## config.mk

```make
export PLATFORM = sky130hd
export DESIGN_NAME = sseg_scan_capture
export DESIGN_NICKNAME = d
export VERILOG_FILES = /design/src/rtl/sseg_pkg.sv /design/src/rtl/sseg_to_bcd.sv /design/src/rtl/sseg_scan_capture.sv
export SDC_FILE = /design/constraint.sdc
export NUM_CORES = 1
export LEC_CHECK = 0
export ABC_AREA = 1
export CAP_MARGIN = 15
export CORE_UTILIZATION = 50
export CTS_BUF_LIST = sky130_fd_sc_hd__clkbuf_4
export CTS_CLUSTER_SIZE = 28
export DETAILED_ROUTE_END_ITERATION = 6
export PLACE_DENSITY = 0.71
export SLEW_MARGIN = 5
export SYNTH_ARGS = -nofsm -noshare
export SYNTH_HDL_FRONTEND = slang
export SYNTH_SLANG_ARGS = --single-unit
```

## constraint.sdc

```tcl
create_clock -name clk -period 3.25 [get_ports clk]
set_clock_uncertainty 0.15 [all_clocks]
set_input_delay 0.4875 -clock clk [delete_from_list [all_inputs] [get_ports clk]]
set_output_delay 0.4875 -clock clk [all_outputs]
set_load 0.005 [all_outputs]
```

## src/rtl/sseg_pkg.sv

```systemverilog
// Shared constants and types for the seven-segment scan capture block.
// Glyphs are active-low, bit 6 = a ... bit 0 = g.
package sseg_pkg;

  localparam logic [6:0] SEG_0     = 7'b0000001;
  localparam logic [6:0] SEG_1     = 7'b1001111;
  localparam logic [6:0] SEG_2     = 7'b0010010;
  localparam logic [6:0] SEG_3     = 7'b0000110;
  localparam logic [6:0] SEG_4     = 7'b1001100;
  localparam logic [6:0] SEG_5     = 7'b0100100;
  localparam logic [6:0] SEG_6     = 7'b0100000;
  localparam logic [6:0] SEG_7     = 7'b0001111;
  localparam logic [6:0] SEG_8     = 7'b0000000;
  localparam logic [6:0] SEG_9     = 7'b0000100;
  localparam logic [6:0] SEG_BLANK = 7'b1111111;

  localparam logic [3:0] DIGIT_ERR_CODE = 4'hF;

  typedef enum logic {SETTLE = 1'b0, HOLD = 1'b1} state_t;

  // True when exactly one anode strobe is driven low.
  function automatic logic is_onehot_low(input logic [3:0] an);
    logic [3:0] sel;
    sel = ~an;
    return (sel != 4'b0000) && ((sel & (sel - 4'd1)) == 4'b0000);
  endfunction

endpackage

```

## src/rtl/sseg_to_bcd.sv

```systemverilog
// Combinational decoder from an active-low seven-segment glyph back to BCD.
// Anything outside the 0-9 glyph set reports the error code with valid low.
module sseg_to_bcd
  import sseg_pkg::*;
(
  input  logic [6:0] seg,
  output logic [3:0] digit,
  output logic       valid
);

  // Glyph lookup table
  always_comb begin
    digit = DIGIT_ERR_CODE;
    valid = 1'b0;
    case (seg)
      SEG_0:     begin digit = 4'd0; valid = 1'b1; end
      SEG_1:     begin digit = 4'd1; valid = 1'b1; end
      SEG_2:     begin digit = 4'd2; valid = 1'b1; end
      SEG_3:     begin digit = 4'd3; valid = 1'b1; end
      SEG_4:     begin digit = 4'd4; valid = 1'b1; end
      SEG_5:     begin digit = 4'd5; valid = 1'b1; end
      SEG_6:     begin digit = 4'd6; valid = 1'b1; end
      SEG_7:     begin digit = 4'd7; valid = 1'b1; end
      SEG_8:     begin digit = 4'd8; valid = 1'b1; end
      SEG_9:     begin digit = 4'd9; valid = 1'b1; end
      SEG_BLANK: begin digit = DIGIT_ERR_CODE; valid = 1'b0; end
      default:   begin digit = DIGIT_ERR_CODE; valid = 1'b0; end
    endcase
  end

endmodule

```

## src/rtl/sseg_scan_capture.sv

```systemverilog
// Watches a multiplexed active-low 4-digit display and rebuilds the shown
// BCD frame, filtering scan-transition glitches and flagging illegal glyphs.
module sseg_scan_capture
  import sseg_pkg::*;
#(
  parameter int unsigned STABLE_CYCLES = 4
) (
  input  logic        clk,
  input  logic        rst_n,
  input  logic [3:0]  an,
  input  logic [6:0]  sseg,
  output logic [15:0] bcd,
  output logic [3:0]  digit_err,
  output logic        frame_valid
);

  localparam logic [7:0] STABLE_N = 8'(STABLE_CYCLES);

  logic [10:0] sync1_r, sync2_r;
  logic [7:0]  cnt_r, cnt_nxt_s;
  state_t      state_r, state_nxt_s;
  logic        changed_s, capture_s, take_s, frame_done_s;
  logic [3:0]  an_s, dec_digit_s, sel_bit_s;
  logic        dec_valid_s;
  logic [1:0]  slot_s;
  logic [15:0] stage_r, stage_nxt_s, bcd_r;
  logic [3:0]  err_r, err_nxt_s, seen_r, seen_nxt_s, digit_err_r;
  logic        frame_valid_r;

  assign an_s      = sync2_r[10:7];
  // sync1 holds the sample that sync2 will take next, so it doubles as change lookahead
  assign changed_s = (sync1_r != sync2_r);

  sseg_to_bcd u_dec (
    .seg   (sync2_r[6:0]),
    .digit (dec_digit_s),
    .valid (dec_valid_s)
  );

  // Stability counter: restarts at 1 on any change of the synchronized sample
  always_comb begin
    cnt_nxt_s = cnt_r;
    if (changed_s) begin
      cnt_nxt_s = 8'd1;
    end else if (cnt_r < STABLE_N) begin
      cnt_nxt_s = cnt_r + 8'd1;
    end else begin
      cnt_nxt_s = cnt_r;
    end
  end

  // Capture FSM: one capture per stable period
  always_comb begin
    state_nxt_s = state_r;
    capture_s   = 1'b0;
    case (state_r)
      SETTLE: begin
        if (cnt_r == STABLE_N) begin
          capture_s   = 1'b1;
          state_nxt_s = changed_s ? SETTLE : HOLD;
        end else begin
          state_nxt_s = SETTLE;
        end
      end
      HOLD: begin
        if (changed_s) begin
          state_nxt_s = SETTLE;
        end else begin
          state_nxt_s = HOLD;
        end
      end
      default: state_nxt_s = SETTLE;
    endcase
  end

  // Staging update and frame-completion detection
  always_comb begin
    case (an_s)
      4'b1110: slot_s = 2'd0;
      4'b1101: slot_s = 2'd1;
      4'b1011: slot_s = 2'd2;
      4'b0111: slot_s = 2'd3;
      default: slot_s = 2'd0;
    endcase
    sel_bit_s    = 4'b0001 << slot_s;
    take_s       = capture_s && is_onehot_low(an_s);
    stage_nxt_s  = stage_r;
    err_nxt_s    = err_r;
    seen_nxt_s   = seen_r;
    frame_done_s = 1'b0;
    if (take_s) begin
      stage_nxt_s[{slot_s, 2'b00} +: 4] = dec_digit_s;
      err_nxt_s[slot_s]                 = ~dec_valid_s;
      seen_nxt_s                        = seen_r | sel_bit_s;
      frame_done_s                      = ((seen_r | sel_bit_s) == 4'b1111);
    end else begin
      frame_done_s = 1'b0;
    end
  end

  // Synchronizer, counter, FSM state and frame registers
  always_ff @(posedge clk or negedge rst_n) begin
    if (!rst_n) begin
      sync1_r       <= 11'h7FF;
      sync2_r       <= 11'h7FF;
      cnt_r         <= 8'd1;
      state_r       <= SETTLE;
      stage_r       <= 16'h0000;
      err_r         <= 4'b0000;
      seen_r        <= 4'b0000;
      bcd_r         <= 16'h0000;
      digit_err_r   <= 4'b0000;
      frame_valid_r <= 1'b0;
    end else begin
      sync1_r <= {an, sseg};
      sync2_r <= sync1_r;
      cnt_r   <= cnt_nxt_s;
      state_r <= state_nxt_s;
      stage_r <= stage_nxt_s;
      err_r   <= err_nxt_s;
      if (frame_done_s) begin
        bcd_r         <= stage_nxt_s;
        digit_err_r   <= err_nxt_s;
        seen_r        <= 4'b0000;
        frame_valid_r <= 1'b1;
      end else begin
        seen_r        <= seen_nxt_s;
        frame_valid_r <= 1'b0;
      end
    end
  end

  assign bcd         = bcd_r;
  assign digit_err   = digit_err_r;
  assign frame_valid = frame_valid_r;

endmodule

```

==> results <==
- The flow ran to the end, but the final reports show violations.
- The final reports fail on design-rule violations, negative hold slack.
- The worst-case vdd ir drop is 367 µV.
- The filler cell count in the final layout is 555.
- Setup violations remaining at the end of the flow were counted as 0.
- The cell area after layout is 4000 µm².
- Counting instances in the post-synthesis netlist gives the leading cell types as sky130_fd_sc_hd__nand2_1 (122), sky130_fd_sc_hd__dfrtp_1 (53), sky130_fd_sc_hd__nor2_1 (46).
- The slew at the pin closest to its max-slew limit is 0.786 ns.
- Overall power consumption after layout is estimated at 1.66 mW.
- The number of max-cap violations is 0.
- During placement, the flow inserted port buffers numbering 33.
- In this run, synthesis inferred 0 flip-flops with an integrated enable.
- The quantity of gates resized following cts is 0.
- The area growth from synthesis to layout is 16.3%.
- Summing over every cut layer, the via total after detailed routing is 2,450.
- Global routing used 19.7% of the available tracks.
- The leakage power total is a little under 2 nW.
- After clock tree synthesis, the flow added hold-fix buffers numbering 0.
- The overall overflow remaining after global route is 0.
- The maximum cell stage delay along the critical path is 0.62 ns.
- The critical path endpoint category is a flop.
- Dividing the detail-routed wire length by the instance count gives 12.4 µm.
- The hold slack is -0.0130 ns.
- The via density per instance is 4.90.
- The data arrival time of the worst path is ~2.9 ns.
- The worst pin sits at a relative slew slack of between 40% and 50%.
- The floorplan step defined a die boundary enclosing just over 7000 µm².
- The maximum frequency from static timing analysis is between 300 and 400 MHz.
- In the final timing run, aggregate negative setup slack is 0 ns.
- The register-to-register setup slack is 0.54 ns.
- The final wirelength is 6210 µm.
- For the worst setup path, the data required time is 3.48 ns.
- Of all flip-flops after synthesis, the portion carrying an async set or reset was 100%.
- The most used flip-flop cell after synthesis is sky130_fd_sc_hd__dfrtp_1.
- The wire length of the first global-routing pass is 11,100 µm.
- The post-synthesis sequential area ratio is 56.2%.
- The post-route netlist has 17.3% of its cells at a drive strength greater than 1.
- The clock tree buffer depth is 2.
- The synthesized instance count is 376.
- The number of antenna diodes in the final layout is 0.
- The total cell area at the placement stage is between 3000 and 4000 µm².
- The part of the cycle the worst path needs is 83.3%.
- The count of TritonRoute iterations in the first routing pass is 6.
- By instance count, the leading cell after synthesis is sky130_fd_sc_hd__nand2_1.
- The Yosys step of the flow raised 0 warnings.
- The TritonCTS buffer count is 9.
- The chip height is 84.9 µm.
- The register bit total from synthesis is 76.
- The die extent in x is 84.9 µm.
- After synthesis, the netlist uses 36 different library cells.
- The average cell area after synthesis is 9.14 µm².
- The number of antenna violations at the first check in global routing was 0.
- Clock latency on the worst-skew pair, taken at its later pin, is 0.43 ns.
- The class of the tightest hold or removal check is input port to async pin.
- The number of global-route vias before repair was 2,510.
- The worst path needs 2.71 ns of the cycle, external delays included.
- The tree is rooted in a sky130_fd_sc_hd__clkbuf_4.
- The initialized floorplan defines 29 standard-cell rows.
- Walking the worst path, the cells encountered are nand2_2 > o31ai_4 > ha_1 > nor2_1 > nor2_1 > nand2_1 > nor2_1 > nand2_1 > nand2_1.
- The initial utilization of the core area, before any placement, comes to between 50% and 60%.
- Buffers added to address setup during post-CTS repair amount to 0.
- The wire-length estimate of the detail-placed layout is roughly 4500 µm.
- For this run, the post-layout net count is between 400 and 500.
- Ranked by total cell area, the synthesized netlist is headed by sky130_fd_sc_hd__dfrtp_1 (39%), sky130_fd_sc_hd__dfstp_2 (18%), sky130_fd_sc_hd__nand2_1 (13%), sky130_fd_sc_hd__nor2_1 (5.0%), sky130_fd_sc_hd__inv_1 (3.4%).
- The number of nets with antenna violations after detailed routing is 0.
- Of all cell types, the one taking the most synthesized area is sky130_fd_sc_hd__dfrtp_1.
- The post-synthesis cell area is 3440 µm².
- Of all nets on the critical path, the largest fanout is 12.
- The worst setup path is launched from a flop.
- Pin placement for this block handled 34 I/O pins.
- The kind of critical path is flop to flop.
- The number of nets in the synthesized netlist is 398.
- The TritonCTS clock tree is done.
- The final standard cell utilization of the core is 61.5%.
- The clock-pin slew of the registers on the worst-case setup and hold paths is 0.13 ns.
- Counting every sink on the clock net gives 76.
- The final count of pins violating max slew is 0.
- The area of the placeable core is 6490 µm².
- After the first detailed-routing iteration, the DRC count stood at 107.
- Among all stages on the critical path, the largest delay is contributed by sky130_fd_sc_hd__dfstp_2.
- Routability-driven placement finished with a final weighted congestion of 0.909.
- In the routed design, unresolved DRC markers number 2.
- The final hold violation count is 10.
- The power density of the placed cells is approximately 410 nW/µm².
- Setup repair after global routing left no endpoint under its margin.
- Summed over its instances, the top area cell type makes up 38.6% of the synthesized netlist area.
- In this run the number of H-tree levels came out at 3.
- The largest net degree at the start of global routing is 42.
## sequential cells by signal (all words and copies together) (netlist names)
name and flops:
state_r 1, digit_err 4, sync1_r 11, sync2_r 11, stage_r 16, err_r 4, frame_valid 1, bcd 16
cnt_r 8, seen_r 4
## cells by family after synthesis
kind of cell	after synthesis	synth area share (%)
DFF	76	56.2
and+or+nand+nor	212	27.3
AOI/OAI and AO/OA	24	5.06
xor gates and xnor gates	12	3.06
buffers and inverters	43	5.13
adders and majority gates	9	3.28
## final cells by class
type | instances | area [µm²] | area share (%)
multi-input combinational | 257 | 1330 | 33.3
sequential | 76 | 1930 | 48.3
clock buffer | 11 | 82.6 | 2.07
clock inverter | 5 | 53.8 | 1.35
tap | 77 | 96.3 | 2.41
inverter | 38 | 143 | 3.57
timing repair buffer | 36 | 360 | 9.02
## routing by layer
metal | track usage, % | vias up | part of all wire, %
met3 | 3.70 | 10 | 2.8
met4 | 9.40 | 0 | 2.0
met2 | 32.8 | 40 | 48
li1 | - | 1257 | -
met1 | 24.9 | 1143 | 47
met5 | 0 | - | 0
## report_power, final
group | switching, mW | internal, mW
clock network | 0.314 | 0.250
logic | 0.0683 | 0.0377
registers | 0.0143 | 0.971
total | 0.396 | 1.26
## worst max-delay path, delay by kind of cell (launching register included)
kind,cells,cell delay (ns)
AOI/OAI and AO/OA,1,0.44
DFF,1,0.62
and+or+nand+nor,7,1.19
adders and majority gates,1,0.28
## worst paths after layout
check                            from    endpoint  cells past startpoint
min reg2reg                sync1_r[3]  sync2_r[3]                      0
max reg2reg                sync2_r[9]      bcd[2]                      9
min in group clk           sync1_r[3]  sync2_r[3]                      0
max                        sync2_r[9]      bcd[2]                      9
min                             rst_n    err_r[1]                      1
max in group asynchronous       rst_n  stage_r[3]                      2
## per-stage QoR
stage	hold slack [ns]	std cells	setup slack (ns)
after floorplan	0.0419	376	0.937
after global placement	0.211	484	0.597
after detailed placement	0.213	484	0.547
after CTS	0.00506	500	0.535
after global routing	0.0476	500	0.285
final	-0.0130	500	0.543
## cell usage in the layout (no fill, tap or decap), types with 8 or more instances in the layout
cell / instances
sky130_fd_sc_hd__nor2_1: 46
sky130_fd_sc_hd__nand2_1: 122
sky130_fd_sc_hd__dfrtp_1: 53
sky130_fd_sc_hd__ha_1: 9
sky130_fd_sc_hd__xor2_1: 10
sky130_fd_sc_hd__clkdlybuf4s50_1: 32
sky130_fd_sc_hd__nor3_1: 8
sky130_fd_sc_hd__dfstp_2: 23
sky130_fd_sc_hd__nand4_1: 8
sky130_fd_sc_hd__inv_1: 31
sky130_fd_sc_hd__clkbuf_4: 11
sky130_fd_sc_hd__nand3_1: 8
(Power assumes the default switching activity.)
